[src/rtl/interface_botoes.sv]
// Button front-end for the memory game: synchronizes and debounces four buttons
// and reports each accepted single-button press as a one-cycle pulse plus its code.
module interface_botoes #(
  parameter int unsigned DEBOUNCE_CICLOS = 4
) (
  input  logic       clock,
  input  logic       reset,
  input  logic [3:0] botoes,
  input  logic       habilita,
  output logic       jogada,
  output logic [3:0] jogada_valor,
  output logic       erro_botao,
  output logic [2:0] db_estado
);

  localparam int unsigned CW = $clog2(DEBOUNCE_CICLOS) + 1;
  localparam logic [CW-1:0] CNT_MAX = CW'(DEBOUNCE_CICLOS - 1);

  typedef enum logic [2:0] {
    OCIOSO       = 3'd0,
    FILTRANDO    = 3'd1,
    EMITE        = 3'd2,
    INVALIDA     = 3'd3,
    ESPERA_SOLTA = 3'd4,
    FILTRA_SOLTA = 3'd5
  } estado_t;

  estado_t       state_q, state_d;
  logic [3:0]    sync_q;
  logic [3:0]    bs_q;
  logic [3:0]    amostra_q, amostra_d;
  logic [3:0]    valor_q, valor_d;
  logic [CW-1:0] cnt_q, cnt_d;

  // Two-flop synchronizer on the raw buttons.
  always_ff @(posedge clock or posedge reset) begin
    if (reset) begin
      sync_q <= 4'b0000;
      bs_q   <= 4'b0000;
    end else begin
      sync_q <= botoes;
      bs_q   <= sync_q;
    end
  end

  always_ff @(posedge clock or posedge reset) begin
    if (reset) begin
      state_q   <= OCIOSO;
      amostra_q <= 4'b0000;
      valor_q   <= 4'b0000;
      cnt_q     <= '0;
    end else begin
      state_q   <= state_d;
      amostra_q <= amostra_d;
      valor_q   <= valor_d;
      cnt_q     <= cnt_d;
    end
  end

  // Next state; the counter restarts on every transition and counts while a state holds.
  always_comb begin
    state_d    = state_q;
    amostra_d  = amostra_q;
    valor_d    = valor_q;
    cnt_d      = cnt_q;
    jogada     = 1'b0;
    erro_botao = 1'b0;
    db_estado  = state_q;
    case (state_q)
      OCIOSO: begin
        cnt_d = '0;
        if (habilita && (bs_q != 4'b0000)) begin
          state_d   = FILTRANDO;
          amostra_d = bs_q;
        end
      end
      FILTRANDO: begin
        if (bs_q != amostra_q) begin
          state_d = OCIOSO;
          cnt_d   = '0;
        end else if (cnt_q == CNT_MAX) begin
          cnt_d = '0;
          if ($onehot(amostra_q)) begin
            state_d = EMITE;
            valor_d = amostra_q;
          end else begin
            state_d = INVALIDA;
          end
        end else begin
          cnt_d = cnt_q + CW'(1);
        end
      end
      EMITE: begin
        jogada  = 1'b1;
        state_d = ESPERA_SOLTA;
        cnt_d   = '0;
      end
      INVALIDA: begin
        erro_botao = 1'b1;
        state_d    = ESPERA_SOLTA;
        cnt_d      = '0;
      end
      ESPERA_SOLTA: begin
        cnt_d = '0;
        if (bs_q == 4'b0000) state_d = FILTRA_SOLTA;
      end
      FILTRA_SOLTA: begin
        if (bs_q != 4'b0000) begin
          state_d = ESPERA_SOLTA;
          cnt_d   = '0;
        end else if (cnt_q == CNT_MAX) begin
          state_d = OCIOSO;
          cnt_d   = '0;
        end else begin
          cnt_d = cnt_q + CW'(1);
        end
      end
      default: begin
        state_d   = OCIOSO;
        cnt_d     = '0;
        db_estado = 3'd7;
      end
    endcase
  end

  assign jogada_valor = valor_q;

endmodule
[config.mk]
export PLATFORM = sky130hd
export DESIGN_NAME = interface_botoes
export DESIGN_NICKNAME = d
export VERILOG_FILES = /design/src/rtl/interface_botoes.sv
export SDC_FILE = /design/constraint.sdc
export NUM_CORES = 1
export LEC_CHECK = 0
export BUFFER_PORTS_ARGS = -buffer_cell sky130_fd_sc_hd__buf_4
export CAP_MARGIN = 20
export CORE_MARGIN = 10
export CORE_UTILIZATION = 57
export CTS_BUF_LIST = sky130_fd_sc_hd__clkbuf_4
export DETAILED_ROUTE_END_ITERATION = 12
export GPL_ROUTABILITY_DRIVEN = 0
export PLACE_DENSITY = 0.79
export SYNTH_ARGS = -nofsm -noshare
export SYNTH_HDL_FRONTEND = slang
export SYNTH_SLANG_ARGS = --single-unit
export TNS_END_PERCENT = 10
[constraint.sdc]
create_clock -name clock -period 2.9 [get_ports clock]
set_input_delay 0.145 -clock clock [delete_from_list [all_inputs] [get_ports clock]]
set_output_delay 0.145 -clock clock [all_outputs]
set_load 0.1 [all_outputs]
Word-level counts from Yosys, hierarchy flattened
Index checks and enable logic that the tools add are counted.

word-level totals
  bits in latches = 0
  bits in read-only memories = 0
  RAM bits = 0
  flip-flop bits (word level) = 22
  bits of input ports = 7
  memories kept = 0
  output and inout bits = 9
  logic and storage cells = 47

operators by class
  add/subtract/negate cells = 4
  shifts and indexed selects = 0
  reduce and logical (&&, ||, !) cells = 9
  mux-type cells = 15
  $lt $le $gt $ge = 0
  equality and inequality tests = 12
  multipliers = 0
  divide/modulo/power cells = 0
  bitwise operators = 1

operators with widths
  operator             number
  $mux 3               10
  $pmux 3 s5           1
  $eq 3x2->1 const B   3
  $reduce_and 4->1     2
  $eq 3x1->1 const B   2
  $eq 3x3->1 const B   2
  $ne 3x3->1 const B   2
  $pmux 3 s2           1
  $reduce_or 6->1      1
  $add 1x1->2          2
  $logic_not 4->1      1
  $ne 2x2->1 const B   2
  $ne 4x4->1           1
  $reduce_bool 4->1    1
  $add 2x2->3          1
  $add 3x1->3 const B  1
  $logic_not 3->1      1
  $mux 1               3
  $reduce_and 2->1     1
  $reduce_or 2->1      1
  $logic_and 1x1->1    1
  $not 1->1            1

Logic depth before layout (Yosys ltp)
  depth in word-level cells = 7
  depth in mapped cells = 9

Worst setup path before layout
Ideal clock, no wire load.

  path type = reg-to-output
  start = register state_q[2]
  end = output jogada
  required time = 2755 ps
  stages on the path, launching flop included = 3
  path slack = -48 ps
  data arrival time = 2803 ps
  path through = dfrtp_1 -> clkbuf_1 -> nor3b_1

between the ends
  cells in the longest elaborated chain, start to end = 2

RTL lines
  item                      RTL line  text
  start: declaration        28        estado_t state_q, state_d;
  start signal: assignment  53        state_q <= state_d;
  $eq 3x2->1                69        case (state_q)
  $mux 1                    69
  end: declaration          10        output logic jogada,

No other way between the ends.

Worst setup path after layout
  start = register amostra_q[1]
  end = register valor_q[3] (netlist: jogada_valor[3])

between the ends
  cells in the longest elaborated chain, start to end = 4
  elaborated cells between the ends (all ways) = 6
  classes of those cells = 2 x add/sub; 2 x eq/ne; 1 x bitwise; 1 x reduce/logical

RTL lines
  item                                 RTL line  text
  start: declaration                   31        logic [3:0] amostra_q, amostra_d;
  start signal: assignment             54        amostra_q <= amostra_d;
  $add 1x1->2 (not written as such)    83        if ($onehot(amostra_q)) begin
  $add 2x2->3 (not written as such)    83
  $eq 3x1->1                           83
  $reduce_and 4->1 (no source line) *  n/a
  end signal: assignment               55        valor_q <= valor_d;
  end: declaration                     32        logic [3:0] valor_q, valor_d;

Mark *: on every way between the ends. The rest lies on a longest branch, timed or not.
A chain may end at the register's enable or synchronous reset.

==> impl_metrics.tcl <==
set metrics [dict create \
    hp-class "in2reg" \
    dr.pass1.iters 6 \
    worst-path-max-fanout 4 \
    p_sw_share_pct 38.7 \
    p_switching_mw 0.439 \
    fin_nets 119 \
    finalCritPeriodShare_pct 85.7 \
    synth_warnings 0 \
    grt_pass1_vias 760 \
    grt-ovfl-total 0 \
    cp-start-kind "register" \
    grtUsageMet3_pct 3.05 \
    vias 740 \
    powerDensity_nw_per_um2 898 \
    fmax_mhz 402 \
    hold_path_depth 5 \
    syn_inst 89 \
    layout-drive-gt1-share_pct 29.9 \
    cts_tree "yes" \
    drv_cap 0 \
    yosys-top-cells-area "dfrtp_1, mux2_4, mux2_2, ha_1, xor2_1" \
    worstReg2RegStart "amostra_q[1]$_DFFE_PP0P_" \
    diodes 0 \
    critPathMaxStageDelay_ps 500 \
    num_io_pins 16 \
    finalSetupViolations 0 \
    power.leakage_nw 0.615 \
    initial_core_util_pct 60.4 \
    maxSlewViolCount 0 \
    async_reset_ff_share_pct 100 \
    synthDistinctLibCells 33 \
    h-tree-depth 1 \
    reg2reg_to "jogada_valor[3]$_DFFE_PP0P_" \
    yosysTopAreaCell "dfrtp_1" \
    fin_setup_tns_ps 0 \
    ff2ff_path_depth 8 \
    max-clock-path-buffers 2 \
    worstPathArrival_ps 2700 \
    hold_end "state_q[0]$_DFFE_PP0P_" \
    worst_pin_slew_ps 794 \
    critPathSlowestCell "fa_1" \
    syn_area_per_cell_um2 11.7 \
    clkSinkCount 22 \
    met1_usage_pct 11.2 \
    grt_pass1_wl_um 3430 \
    track_usage_pct 10.7 \
    p_clk_share_pct 20.6 \
    reg2reg_slack_ps 420 \
    placedCellCount 123 \
    worst_ep_required_time_ps 3110 \
    fin_util_pct 73.3 \
    clk_latency_ps 320 \
    synthesis.nets 100 \
    die_h_um 62.8 \
    comb_power_share_pct 39.2 \
    synth_top_area_share_pct 52.8 \
    antenna_found_initial 0 \
    drc_errors 0 \
    post_cts_buffers 0 \
    synth_seq_area_share_pct 52.8 \
    rows 15 \
    final_antenna_net_count 0 \
    path_class "reg2reg" \
    dieArea_um2 3940 \
    min_period_ps 2480 \
    intPower_mw 0.697 \
    worstHoldStart "habilita" \
    skew_ps 5.09 \
    finalNonFillerCells 132 \
    slew_headroom_pct 47.0 \
    die_w_um 62.8 \
    met2_usage_pct 18.8 \
    drt-initial-drc-count 18 \
    cts_root_buffer "clkbuf_4" \
    synthToLayoutAreaGrowth_pct 21.2 \
    synth-main-ff-cell "dfrtp_1" \
    status "complete, no violations" \
    synth_edf_count 0 \
    hold_viol_final 0 \
    numCtsBuffers 3 \
    path_clk_slew_ps 120 \
    vias_per_cell 5.61 \
    path_cells "inv_1, fa_1, inv_1, ha_1, ha_1, nor3b_1, and4_1, mux2_2" \
    grt-busiest-layer "met2" \
    grt_max_degree 23 \
    dp_hpwl_um 1400 \
    rsz0062_at_grt "no" \
    ys_seq_elements 22 \
    endpoint_kind "register" \
    io_buffer_count 15 \
    coreArea_um2 1730 \
    syn-cell-area_um2 1040 \
    vdd_ir_drop_max_uv 690 \
    p_seq_share_pct 40.2 \
    avgRoutedWirePerCell_um 15.0 \
    n_fill_cell 139 \
    routed_wl_um 1980 \
]
## through the flow
stage	setup WS [ps]	power, mW	cell area (um^2)	hold WS, ps
after global routing	240	1.22	1260	376
after global placement	460	0.889	1160	254
after detailed placement	399	0.908	1160	256
after floorplan	535	0.828	1050	134
after CTS	385	1.15	1260	317
final	415	1.14	1260	312
## cells by family (layout without fill, tap and decap cells)
logic type / Yosys count / count (layout) / share of synthesized area [%]
mux: 8 / 8 / 10.1
buf+inv: 12 / 30 / 5.04
flops: 22 / 22 / 52.8
compound gates: 10 / 10 / 6.00
simple gates: 29 / 29 / 17.3
xor+xnor: 4 / 4 / 3.36
fa+ha+maj: 4 / 4 / 5.52
## what timing repair did
item,4_1_cts,5_1_grt
hold endpoints to repair,26,0
gates resized for setup,0,0
hold buffers,5,0
## synthesized netlist by cell type, types with 2 or more instances
| library cell | n |
|---|---|
| clkbuf_1 | 5 |
| nor2_1 | 5 |
| dfrtp_1 | 22 |
| mux2_2 | 4 |
| inv_1 | 6 |
| nand2_1 | 5 |
| nand2b_1 | 4 |
| xor2_1 | 3 |
| ha_1 | 3 |
| mux2_4 | 4 |
| a21oi_1 | 5 |
| nor3b_1 | 2 |
## power by group through the flow
stage | clock, mW | sequential, mW | combinational [mW]
floorplan | 0 | 0.414 | 0.414
global placement | 0 | 0.457 | 0.432
detailed placement | 0 | 0.464 | 0.444
CTS | 0.238 | 0.458 | 0.452
global route | 0.250 | 0.470 | 0.499
finish | 0.234 | 0.457 | 0.446
## worst max-delay path: cells and delay by family, from the launching register on
family                     cells  cell delay (ps)
and+or+nand+nor                2              540
DFF                            1              440
adders and majority gates      3              940
muxes                          1              350
buffers and inverters          2              120
## placed cells by master (no fill, tap or decap), types with 3 or more instances in the layout
cell type      Yosys  routed
dlygate4sd3_1      0       5
mux2_2             4       4
nor2_1             5       5
clkbuf_4           0       3
xor2_1             3       3
buf_4              0      15
nand2b_1           4       4
inv_1              6       6
a21oi_1            5       5
dfrtp_1           22      22
mux2_4             4       4
ha_1               3       3
nand2_1            5       5
## final cells by class
class                      count  area (um^2)  share of cell area (%)
clock buffer                   3         22.5                    1.78
clock inverter                 1         30.0                    2.37
tap                           25         31.3                    2.47
sequential                    22          551                    43.5
timing repair buffer          20          163                    12.9
multi-input combinational     55          445                    35.2
inverter                       6         22.5                    1.78
## per-layer routing
| layer | vias up | share of wire (%) |
|---|---|---|
| li1 | 339 | - |
| met1 | 375 | 40 |
| met2 | 21 | 53 |
| met3 | 5 | 5.3 |
| met4 | 0 | 2.0 |
| met5 | - | 0 |
## registers in the layout (all words and copies together) (netlist names)
| signal | cells |
|---|---|
| amostra_q | 4 |
| bs_q | 4 |
| cnt_q | 3 |
| jogada_valor | 4 |
| state_q | 3 |
| sync_q | 4 |
## how the worst max path moves through the flow
| stage | startpoint | to | cells after the start |
|---|---|---|---|
| after CTS | amostra_q[1]$_DFFE_PP0P_ | jogada_valor[2]$_DFFE_PP0P_ | 8 |
| final | amostra_q[1]$_DFFE_PP0P_ | jogada_valor[3]$_DFFE_PP0P_ | 8 |
| after global routing | amostra_q[1]$_DFFE_PP0P_ | jogada_valor[2]$_DFFE_PP0P_ | 8 |
| after floorplan | amostra_q[0]$_DFFE_PP0P_ | jogada_valor[0]$_DFFE_PP0P_ | 8 |
| after global placement | amostra_q[0]$_DFFE_PP0P_ | jogada_valor[0]$_DFFE_PP0P_ | 8 |
| after detailed placement | amostra_q[1]$_DFFE_PP0P_ | jogada_valor[2]$_DFFE_PP0P_ | 8 |
Power figures use the tool's default switching activity.
